`src/rtl/req_arbiter_if.sv`:
```
// rtl/req_arbiter_if.sv - request/grant handshake bundle between requesters, arbiter and encoder consumer
//
// Purpose : groups the arbiter's request, grant and status signals into one interface.
// Signals : req_in    [7:0] request strobes from the requesters
//           gnt_ack         consumer has taken the presented grant
//           gnt_valid       a grant is being presented
//           dout_gnt  [7:0] one-hot grant, bit 0 -> encoder input a ... bit 7 -> input h
//           pend_out  [7:0] pending-request register, status/debug
// Modports: master - requester/consumer side (drives req_in, gnt_ack)
//           slave  - arbiter side (drives gnt_valid, dout_gnt, pend_out)

interface req_arbiter_if;
   logic [7:0] req_in;
   logic       gnt_ack;
   logic       gnt_valid;
   logic [7:0] dout_gnt;
   logic [7:0] pend_out;

   modport master (
      output req_in,
      output gnt_ack,
      input  gnt_valid,
      input  dout_gnt,
      input  pend_out
   );

   modport slave (
      input  req_in,
      input  gnt_ack,
      output gnt_valid,
      output dout_gnt,
      output pend_out
   );
endinterface

```
`src/rtl/req_arbiter.sv`:
```
// rtl/req_arbiter.sv - eight-way request arbiter issuing registered one-hot grants to the 8-to-3 encoder
//
// Purpose : captures single-cycle request strobes into a pending register and presents one
//           registered one-hot grant at a time, held until acknowledged. One idle cycle always
//           separates consecutive grants.
// Ports   : clk - system clock, rising edge
//           rst - asynchronous active-high reset
//           bus - req_arbiter_if.slave (req_in, gnt_ack in; gnt_valid, dout_gnt, pend_out out)
// Config  : ARB_ROUND_ROBIN_EN defined   -> search starts at a rotating pointer (round robin)
//           ARB_ROUND_ROBIN_EN undefined -> search always starts at bit 0 (fixed priority)

module req_arbiter #(
   parameter int N_REQ = 8
) (
   input  logic          clk,
   input  logic          rst,
   req_arbiter_if.slave  bus
);

   typedef enum logic {
      S_IDLE,
      S_GRANT
   } state_t;

   state_t     r_state;
   state_t     w_state_nxt;
   logic [7:0] r_pending;
   logic [7:0] w_pending_nxt;
   logic [7:0] r_gnt;
   logic [7:0] w_gnt_nxt;
   logic [7:0] w_cand;
   logic [7:0] w_sel;
   logic [7:0] w_clr;
   logic [2:0] w_start;
   logic [2:0] w_try;
   logic       w_found;

`ifdef ARB_ROUND_ROBIN_EN
   logic [2:0] r_ptr;
   logic [2:0] w_ptr_nxt;
   logic [2:0] r_gnt_idx;
   logic [2:0] w_gnt_idx_nxt;
   logic [2:0] w_sel_idx;
   assign w_start = r_ptr;
`else
   assign w_start = 3'd0;
`endif

   // Requests arriving this cycle take part in arbitration immediately,
   // giving one-cycle request-to-grant latency.
   assign w_cand = r_pending | bus.req_in;

   // First set bit of w_cand searching upward from w_start; the 3-bit
   // add wraps 7 -> 0 on its own.
   always_comb begin
      w_sel   = '0;
      w_found = 1'b0;
      w_try   = '0;
`ifdef ARB_ROUND_ROBIN_EN
      w_sel_idx = '0;
`endif
      for (int i = 0; i < N_REQ; i++) begin
         w_try = w_start + 3'(i);
         if (!w_found && w_cand[w_try]) begin
            w_found        = 1'b1;
            w_sel[w_try]   = 1'b1;
`ifdef ARB_ROUND_ROBIN_EN
            w_sel_idx      = w_try;
`endif
         end
      end
   end

   always_comb begin
      w_state_nxt = r_state;
      w_gnt_nxt   = r_gnt;
      w_clr       = '0;
`ifdef ARB_ROUND_ROBIN_EN
      w_ptr_nxt     = r_ptr;
      w_gnt_idx_nxt = r_gnt_idx;
`endif
      case (r_state)
         S_IDLE: begin
            if (w_found) begin
               w_state_nxt = S_GRANT;
               w_gnt_nxt   = w_sel;
`ifdef ARB_ROUND_ROBIN_EN
               w_gnt_idx_nxt = w_sel_idx;
`endif
            end
         end
         S_GRANT: begin
            if (bus.gnt_ack) begin
               w_state_nxt = S_IDLE;
               w_gnt_nxt   = '0;
               w_clr       = r_gnt;
`ifdef ARB_ROUND_ROBIN_EN
               w_ptr_nxt   = r_gnt_idx + 3'd1;
`endif
            end
         end
         default: begin
            w_state_nxt = S_IDLE;
            w_gnt_nxt   = '0;
         end
      endcase
      // OR-ing req_in after the clear lets a same-cycle re-request survive its own ack.
      w_pending_nxt = (r_pending & ~w_clr) | bus.req_in;
   end

   always_ff @(posedge clk or posedge rst) begin
      if (rst) begin
         r_state   <= S_IDLE;
         r_gnt     <= '0;
         r_pending <= '0;
`ifdef ARB_ROUND_ROBIN_EN
         r_ptr     <= '0;
         r_gnt_idx <= '0;
`endif
      end else begin
         r_state   <= w_state_nxt;
         r_gnt     <= w_gnt_nxt;
         r_pending <= w_pending_nxt;
`ifdef ARB_ROUND_ROBIN_EN
         r_ptr     <= w_ptr_nxt;
         r_gnt_idx <= w_gnt_idx_nxt;
`endif
      end
   end

   // Every output comes straight from a register; gnt_valid is the OR of the one-hot grant.
   assign bus.dout_gnt  = r_gnt;
   assign bus.gnt_valid = |r_gnt;
   assign bus.pend_out  = r_pending;

endmodule

```
`src/flat_wrapper.sv`:
```
// flat-port wrapper written by rule: the top's interface ports become plain ports
module req_arbiter_flat 
#(
   parameter int N_REQ = 8
)
  (clk, rst, bus_req_in, bus_gnt_ack, bus_gnt_valid, bus_dout_gnt, bus_pend_out);
  req_arbiter_if bus_i ();
  input  logic clk;
  input  logic rst;
  input wire logic [$bits(bus_i.req_in)-1:0] bus_req_in;
  input wire logic [$bits(bus_i.gnt_ack)-1:0] bus_gnt_ack;
  output wire logic [$bits(bus_i.gnt_valid)-1:0] bus_gnt_valid;
  output wire logic [$bits(bus_i.dout_gnt)-1:0] bus_dout_gnt;
  output wire logic [$bits(bus_i.pend_out)-1:0] bus_pend_out;
  assign bus_i.req_in = bus_req_in;
  assign bus_i.gnt_ack = bus_gnt_ack;
  assign bus_gnt_valid = bus_i.gnt_valid;
  assign bus_dout_gnt = bus_i.dout_gnt;
  assign bus_pend_out = bus_i.pend_out;
  req_arbiter #(.N_REQ(N_REQ)) u_core (.clk(clk), .rst(rst), .bus(bus_i));
endmodule
```
`config.mk`:
```
export PLATFORM = sky130hd
export DESIGN_NAME = req_arbiter_flat
export DESIGN_NICKNAME = d
export VERILOG_FILES = /design/src/rtl/req_arbiter_if.sv /design/src/rtl/req_arbiter.sv /design/src/flat_wrapper.sv
export SDC_FILE = /design/constraint.sdc
export NUM_CORES = 1
export LEC_CHECK = 0
export ABC_AREA = 1
export CAP_MARGIN = 25
export CORE_MARGIN = 10
export CORE_UTILIZATION = 46
export DETAILED_ROUTE_END_ITERATION = 10
export PLACE_DENSITY = 0.81
export SYNTH_ARGS = -nofsm -noshare
export SYNTH_HDL_FRONTEND = slang
export SYNTH_SLANG_ARGS = --single-unit
```
`constraint.sdc`:
```
create_clock -name clk -period 2.4 [get_ports clk]
set_input_delay 0.6 -clock clk [delete_from_list [all_inputs] [get_ports clk]]
set_output_delay 0.6 -clock clk [all_outputs]
set_load 0.01 [all_outputs]
```
Word-level counts from Yosys, hierarchy flattened
Index checks and enable logic that the tools add are counted.

cells by class
  reduce and logical (&&, ||, !) cells = 16
  eq/ne operators = 2
  muxes and demuxes = 24
  bitwise operators = 5

operators by type and width
  operator                                                count
  two-way mux 8 bit                                       5
  OR 8 bit                                                2
  one-hot mux 8 bit (2 select lines)                      1
  two-way mux 1 bit                                       11
  AND 8 bit                                               1
  inverter 8 bit                                          1
  OR reduction 8 bit                                      1
  logical AND 1 bit                                       7
  logical NOT 1 bit                                       7
  two-way mux 7 bit                                       1
  two-way mux 6 bit                                       1
  two-way mux 5 bit                                       1
  two-way mux 4 bit                                       1
  two-way mux 3 bit                                       1
  two-way mux 2 bit                                       1
  inequality test 2 x 1 -> 1 bit (second input constant)  1
  inequality test 2 bit (second input constant)           1
  one-hot mux 1 bit (2 select lines)                      1
  AND reduction 2 bit                                     1
  inverter 1 bit                                          1

storage, ports and cells
  input bits = 11
  output and inout port bits = 17
  word-level logic and storage cells = 50
  flip-flop bits (word level) = 17

Logic depth before layout (Yosys ltp)
  depth in word-level cells = 25
  mapped depth = 7
  mapped depth without buffers = 7

Worst setup path after synthesis
No wires, ideal clock.

  path kind = in2reg
  start point = input bus_req_in[1]
  end point = register u_core.r_gnt[7] (netlist: u_core.bus.dout_gnt[7])
  slack = 995 ps
  library setup time = 65 ps
  data required time = 2335 ps
  stages on the path = 6
  buffers on the path = 0
  arrival = 1340 ps
  cell sequence = nor2_2 nand3_2 nor2_4 nand4_4 or2_0 nand2_1

between the ends
  word-level cells in the longest chain between the ends = 23
  elaborated cells on any way between the ends = 26
  classes of those cells = eq/ne: 1; mux: 10; bitwise: 1; reduce/logical: 14

RTL lines
  item                                                                              line                RTL
  from (decl)                                                                       flat_wrapper.sv:10  input wire logic [$bits(bus_i.req_in)-1:0] bus_req_in;
  OR 8 bit (*)                                                                      req_arbiter.sv:51   assign w_cand = r_pending | bus.req_in;
  logical AND 1 bit (*)                                                             req_arbiter.sv:64   if (!w_found && w_cand[w_try]) begin
  two-way mux 1 bit (*)                                                             req_arbiter.sv:64
  logical NOT 1 bit                                                                 req_arbiter.sv:64
  logical AND 1 bit                                                                 req_arbiter.sv:64
  two-way mux 1 bit (*)                                                             req_arbiter.sv:64
  logical NOT 1 bit                                                                 req_arbiter.sv:64
  logical AND 1 bit                                                                 req_arbiter.sv:64
  (+7 left out)                                                                     --
  logical NOT 1 bit                                                                 req_arbiter.sv:64
  logical AND 1 bit                                                                 req_arbiter.sv:64
  two-way mux 1 bit (*)                                                             req_arbiter.sv:64
  logical NOT 1 bit                                                                 req_arbiter.sv:64
  logical AND 1 bit                                                                 req_arbiter.sv:64
  two-way mux 8 bit / two-way mux 1 bit (equally long branches)                     req_arbiter.sv:64
  two-way mux 8 bit / inequality test 2 x 1 -> 1 bit (equally long branches)        --
  one-hot mux 8 bit (2 select lines) / AND reduction 2 bit (equally long branches)  --
  to (signal assigned)                                                              req_arbiter.sv:122  r_gnt <= w_gnt_nxt;
  to (decl)                                                                         req_arbiter.sv:29   logic [7:0] r_gnt;

Mark *: on every way between the ends. The rest lies on a longest branch, timed or not. The select of a mux whose other input is x is not followed.
A chain may end at the register's enable or synchronous reset.

Worst setup path after layout
  start point = register u_core.r_gnt[4] (netlist: u_core.bus.dout_gnt[4])
  end point = output bus_gnt_valid

between the ends
  word-level cells in the longest chain between the ends = 1

RTL lines
  item                line                RTL
  OR reduction 8 bit  req_arbiter.sv:133  assign bus.gnt_valid = |r_gnt;
  to (decl)           flat_wrapper.sv:12  output wire logic [$bits(bus_i.gnt_valid)-1:0] bus_gnt_valid;

Every way passes these cells.

==> reports/qor.csv <==
stage;metric;value;unit
global_route;total overflow reported by the global router;0;
worst_setup_path;delay of the slowest cell on the worst path;0.50;ns
logic_synthesis;parity-gate share of the synthesized area counting xor and xnor cells;0;
timing;crit path time final;2.28;ns
worst_setup_path;Top Family by Delay on Critical Path;buffers and inverters;
worst_setup_path;FF-to-FF Start;u_core.bus.pend_out[0]$_DFF_PP0_;
logic_synthesis;average cell area after synthesis;9.49;um^2
logic_synthesis;simple-gate area share of the yosys netlist;0.308;
floorplanning;floorplan die height;61.6;um
worst_setup_path;arrival time at the worst endpoint;1.68;ns
cells_and_area;final core utilization;0.707;
timing;setup repair after global routing missed its margin;false;
logic_synthesis;Netlist cell types;22;
worst_setup_path;R2R Setup Slk;0.99;ns
timing;number of hold violations in the final report;0;
routing;iteration count of the initial detailed-routing pass;4;
power_and_ir_drop;share of power burned in combinational logic;0.315;
power_and_ir_drop;Flop pwr share;0.461;
logic_synthesis;cell area after synthesis;797;um^2
floorplanning;Initial Utilization;0.506;
timing;largest clock skew in the final design;0.00432;ns
clock_tree;clock-pin slew reported for the worst setup and hold paths after clock tree synthesis;0.11;ns
timing;headroom to the max-slew limit;0.584;
clock_tree;clock buffer count from CTS;3;
clock_tree;Clock Latency Late Sink;0.31;ns
routing;vias per inst;5.69;
clock_tree;clock tree from TritonCTS;done;
min_path;Hold Startpoint;u_core.bus.pend_out[7]$_DFF_PP0_;
cells_and_area;Layout area overhead;39.9;%
worst_setup_path;WS Path Type;reg2out;
logic_synthesis;number of synthesis warnings;0;
global_route;initial antenna violation count;0;
worst_setup_path;crit path capture type;output pin;
clock_tree;sinks on the clock net;17;
timing;Max Fclk;0.438;GHz
routing;routed length per instance;15.8;um
floorplanning;num ports;28;
power_and_ir_drop;internal cell power;0.463;mW
min_path;end point of the worst hold path;u_core.bus.pend_out[7]$_DFF_PP0_;
clock_tree;number of hold-repair buffers added at the cts stage;0;
floorplanning;Chip Width;61.6;um
placement;area post-placement;1090;um^2
placement;post-detail-place hpwl;1590;um
worst_setup_path;buffers plus inverters on the worst setup path;1;
power_and_ir_drop;pwr/cell area;655;nW/um^2
logic_synthesis;largest family of logic cells by synthesized area;simple AND/OR/NAND/NOR gates;
logic_synthesis;sequential element share of the synthesized area;0.534;
cells_and_area;number of antenna cells inserted;0;
logic_synthesis;number of synthesized register bits;17;
status;result of the run;complete, no violations;
power_and_ir_drop;Leakage;0.517;nW
timing;count of final max-slew check failures;0;
logic_synthesis;syn nets;95;
global_route;number of global-route vias before repair;708;
routing;Routed WL;2070;um
placement;Port Buffers;27;
clock_tree;root buffer cell;sky130_fd_sc_hd__clkbuf_4;
worst_setup_path;Reg2Reg Depth;7;
logic_synthesis;complex-gate fraction of the synthesized area;0.102;
floorplanning;area of the core region;1580;um^2
clock_tree;Max Root-Sink Buffers;2;
min_path;Hold WC Path Type;reg2reg;
timing;Setup violations, final;0;
global_route;global-route usage over all layers;0.116;
timing;measured slew at the worst slew-check pin;0.623;ns
logic_synthesis;area share of the largest cell type after synthesis;0.534;
global_route;global-route wire length before repair;3280;um
cells_and_area;total of fill cells in the finished design;121;
logic_synthesis;synthesized instance count;84;
worst_setup_path;CP startpoint kind;flip-flop;
logic_synthesis;top post-synthesis cells by area;sky130_fd_sc_hd__dfrtp_1, sky130_fd_sc_hd__nand2_1, sky130_fd_sc_hd__nand4_1;
routing;# DRC;0;
routing;Final ANT Viol Nets;0;
routing;DR iter-0 viols;21;
timing;final period utilization;0.951;
placement;number of instances in the placed design;127;
worst_setup_path;required time reported for the critical path endpoint;1.80;ns
cells_and_area;layout cell share with drive strength beyond 1;0.113;
clock_tree;buffers inserted during post-CTS setup optimization;0;
logic_synthesis;cell type contributing the most total cell area after synthesis;sky130_fd_sc_hd__dfrtp_1;
worst_setup_path;worst reg2reg endpoint;u_core.bus.dout_gnt[0]$_DFFE_PP0P_;
cells_and_area;Post-Layout Inst Area;1110;um^2
floorplanning;Site Rows;14;
clock_tree;# resized after CTS;0;
cells_and_area;final instance count without filler cells;131;
worst_setup_path;cell-by-cell trace of the critical path;nor4_1 > nand2_1 > clkdlybuf4s50_1;
clock_tree;total number of H-tree levels;1;
logic_synthesis;adder and majority gate portion of the synthesized area;0;
floorplanning;overall die area;3800;um^2
routing;count of vias placed by the detailed router;745;
power_and_ir_drop;clock group share of total power;0.225;
logic_synthesis;mux contribution to synthesized area;0;
worst_setup_path;maximum fanout count along the critical path;4;
timing;sum of negative setup slack;0;ns
job;max-capacitance violation count;0;
min_path;hold path cells;1;
worst_setup_path;critical-path cell with the highest stage delay;sky130_fd_sc_hd__clkdlybuf4s50_1;
cells_and_area;Post-layout nets;127;
power_and_ir_drop;Psw;0.267;mW
global_route;maximum number of pins on one net before global-route repair;18;
power_and_ir_drop;Peak VDD IR;0.000432;V
power_and_ir_drop;switch share;0.366;
placement;placer congestion estimate;0.796;
timing;smallest hold slack;0.537;ns
==> cell type report <==
cell class	count	area, um^2	area share
Clock inverter	1	5.00	0.00449
Tap cell	16	20.0	0.0180
Sequential cell	17	425	0.382
Inverter	12	45.0	0.0404
Clock buffer	3	22.5	0.0202
Timing Repair Buffer	27	270	0.242
Multi-Input combinational cell	55	327	0.293
==> logic make-up after synthesis <==
kind of cell / count (synthesis)
simple gates: 43
flops: 17
compound gates: 12
buf+inv: 12
==> layer usage <==
layer / global-route usage / vias up / wire length, um / share of wire
met2: 0.183 / 28 / 1010 / 0.49
met3: 0.0309 / 5 / 180 / 0.087
met4: 0.0764 / 0 / 56 / 0.027
met1: 0.135 / 355 / 828 / 0.40
met5: 0 / - / 0 / 0
li1: - / 357 / - / -
==> cell usage after synthesis <==
| cell type | instances |
|---|---|
| sky130_fd_sc_hd__o21ai_0 | 1 |
| sky130_fd_sc_hd__nand2_1 | 15 |
| sky130_fd_sc_hd__nand2_4 | 1 |
| sky130_fd_sc_hd__or2_0 | 1 |
| sky130_fd_sc_hd__nor2_1 | 6 |
| sky130_fd_sc_hd__a21o_1 | 1 |
| sky130_fd_sc_hd__a31oi_1 | 7 |
| sky130_fd_sc_hd__nand4_4 | 1 |
| sky130_fd_sc_hd__o2111ai_1 | 1 |
| sky130_fd_sc_hd__nand4_1 | 8 |
| sky130_fd_sc_hd__nor4_1 | 2 |
| sky130_fd_sc_hd__inv_1 | 11 |
| sky130_fd_sc_hd__inv_2 | 1 |
| sky130_fd_sc_hd__nand3_1 | 1 |
| sky130_fd_sc_hd__nand3b_1 | 2 |
| sky130_fd_sc_hd__o21ai_2 | 1 |
| sky130_fd_sc_hd__dfrtp_1 | 17 |
| sky130_fd_sc_hd__nand3_2 | 1 |
| sky130_fd_sc_hd__o211ai_1 | 1 |
| sky130_fd_sc_hd__nor2_4 | 1 |
| sky130_fd_sc_hd__nor2_2 | 3 |
| sky130_fd_sc_hd__nor3_1 | 1 |
==> cells in the final DEF, fill, tap and decap left out, drive strengths merged <==
master	n
a21o	1
a31oi	7
clkbuf	3
clkdlybuf4s50	27
clkinv	1
dfrtp	17
inv	12
nand2	16
nand3	2
nand3b	2
nand4	9
nor2	10
nor3	1
nor4	2
o2111ai	1
o211ai	1
o21ai	2
or2	1
==> metrics by stage <==
step | total power [mW] | worst slack [ns]
detailed placement | 0.567 | 0.381
global placement | 0.565 | 0.439
global route | 0.762 | 0.0362
finish | 0.730 | 0.117
CTS | 0.729 | 0.126
floorplan | 0.461 | 0.995
==> state kept, by name (all words and copies together), names as in the netlist <==
signal / count
u_core.r_state: 1
u_core.bus.dout_gnt: 8
u_core.bus.pend_out: 8
==> power by group through the flow <==
stage	combinational [mW]	sequential [mW]	clock, mW
after floorplan	0.119	0.342	0
after global placement	0.227	0.339	0
after detailed placement	0.226	0.341	0
after CTS	0.229	0.335	0.165
after global routing	0.248	0.340	0.174
final	0.230	0.336	0.164
==> worst max path at each step <==
stage                                       start                            endpoint  slack [ns]  cells after the start
6_report       u_core.bus.dout_gnt[4]$_DFFE_PP0P_                       bus_gnt_valid        0.12                      3
5_1_grt        u_core.bus.dout_gnt[4]$_DFFE_PP0P_                       bus_gnt_valid        0.04                      3
4_1_cts        u_core.bus.dout_gnt[4]$_DFFE_PP0P_                       bus_gnt_valid        0.13                      3
3_5_place_dp                        bus_req_in[0]            u_core.r_state$_DFF_PP0_        0.38                      7
3_3_place_gp                        bus_req_in[1]            u_core.r_state$_DFF_PP0_        0.44                      7
2_1_floorplan                       bus_req_in[1]  u_core.bus.dout_gnt[7]$_DFFE_PP0P_         1.0                      6
No activity file was read; power rests on OpenSTA's default activity.
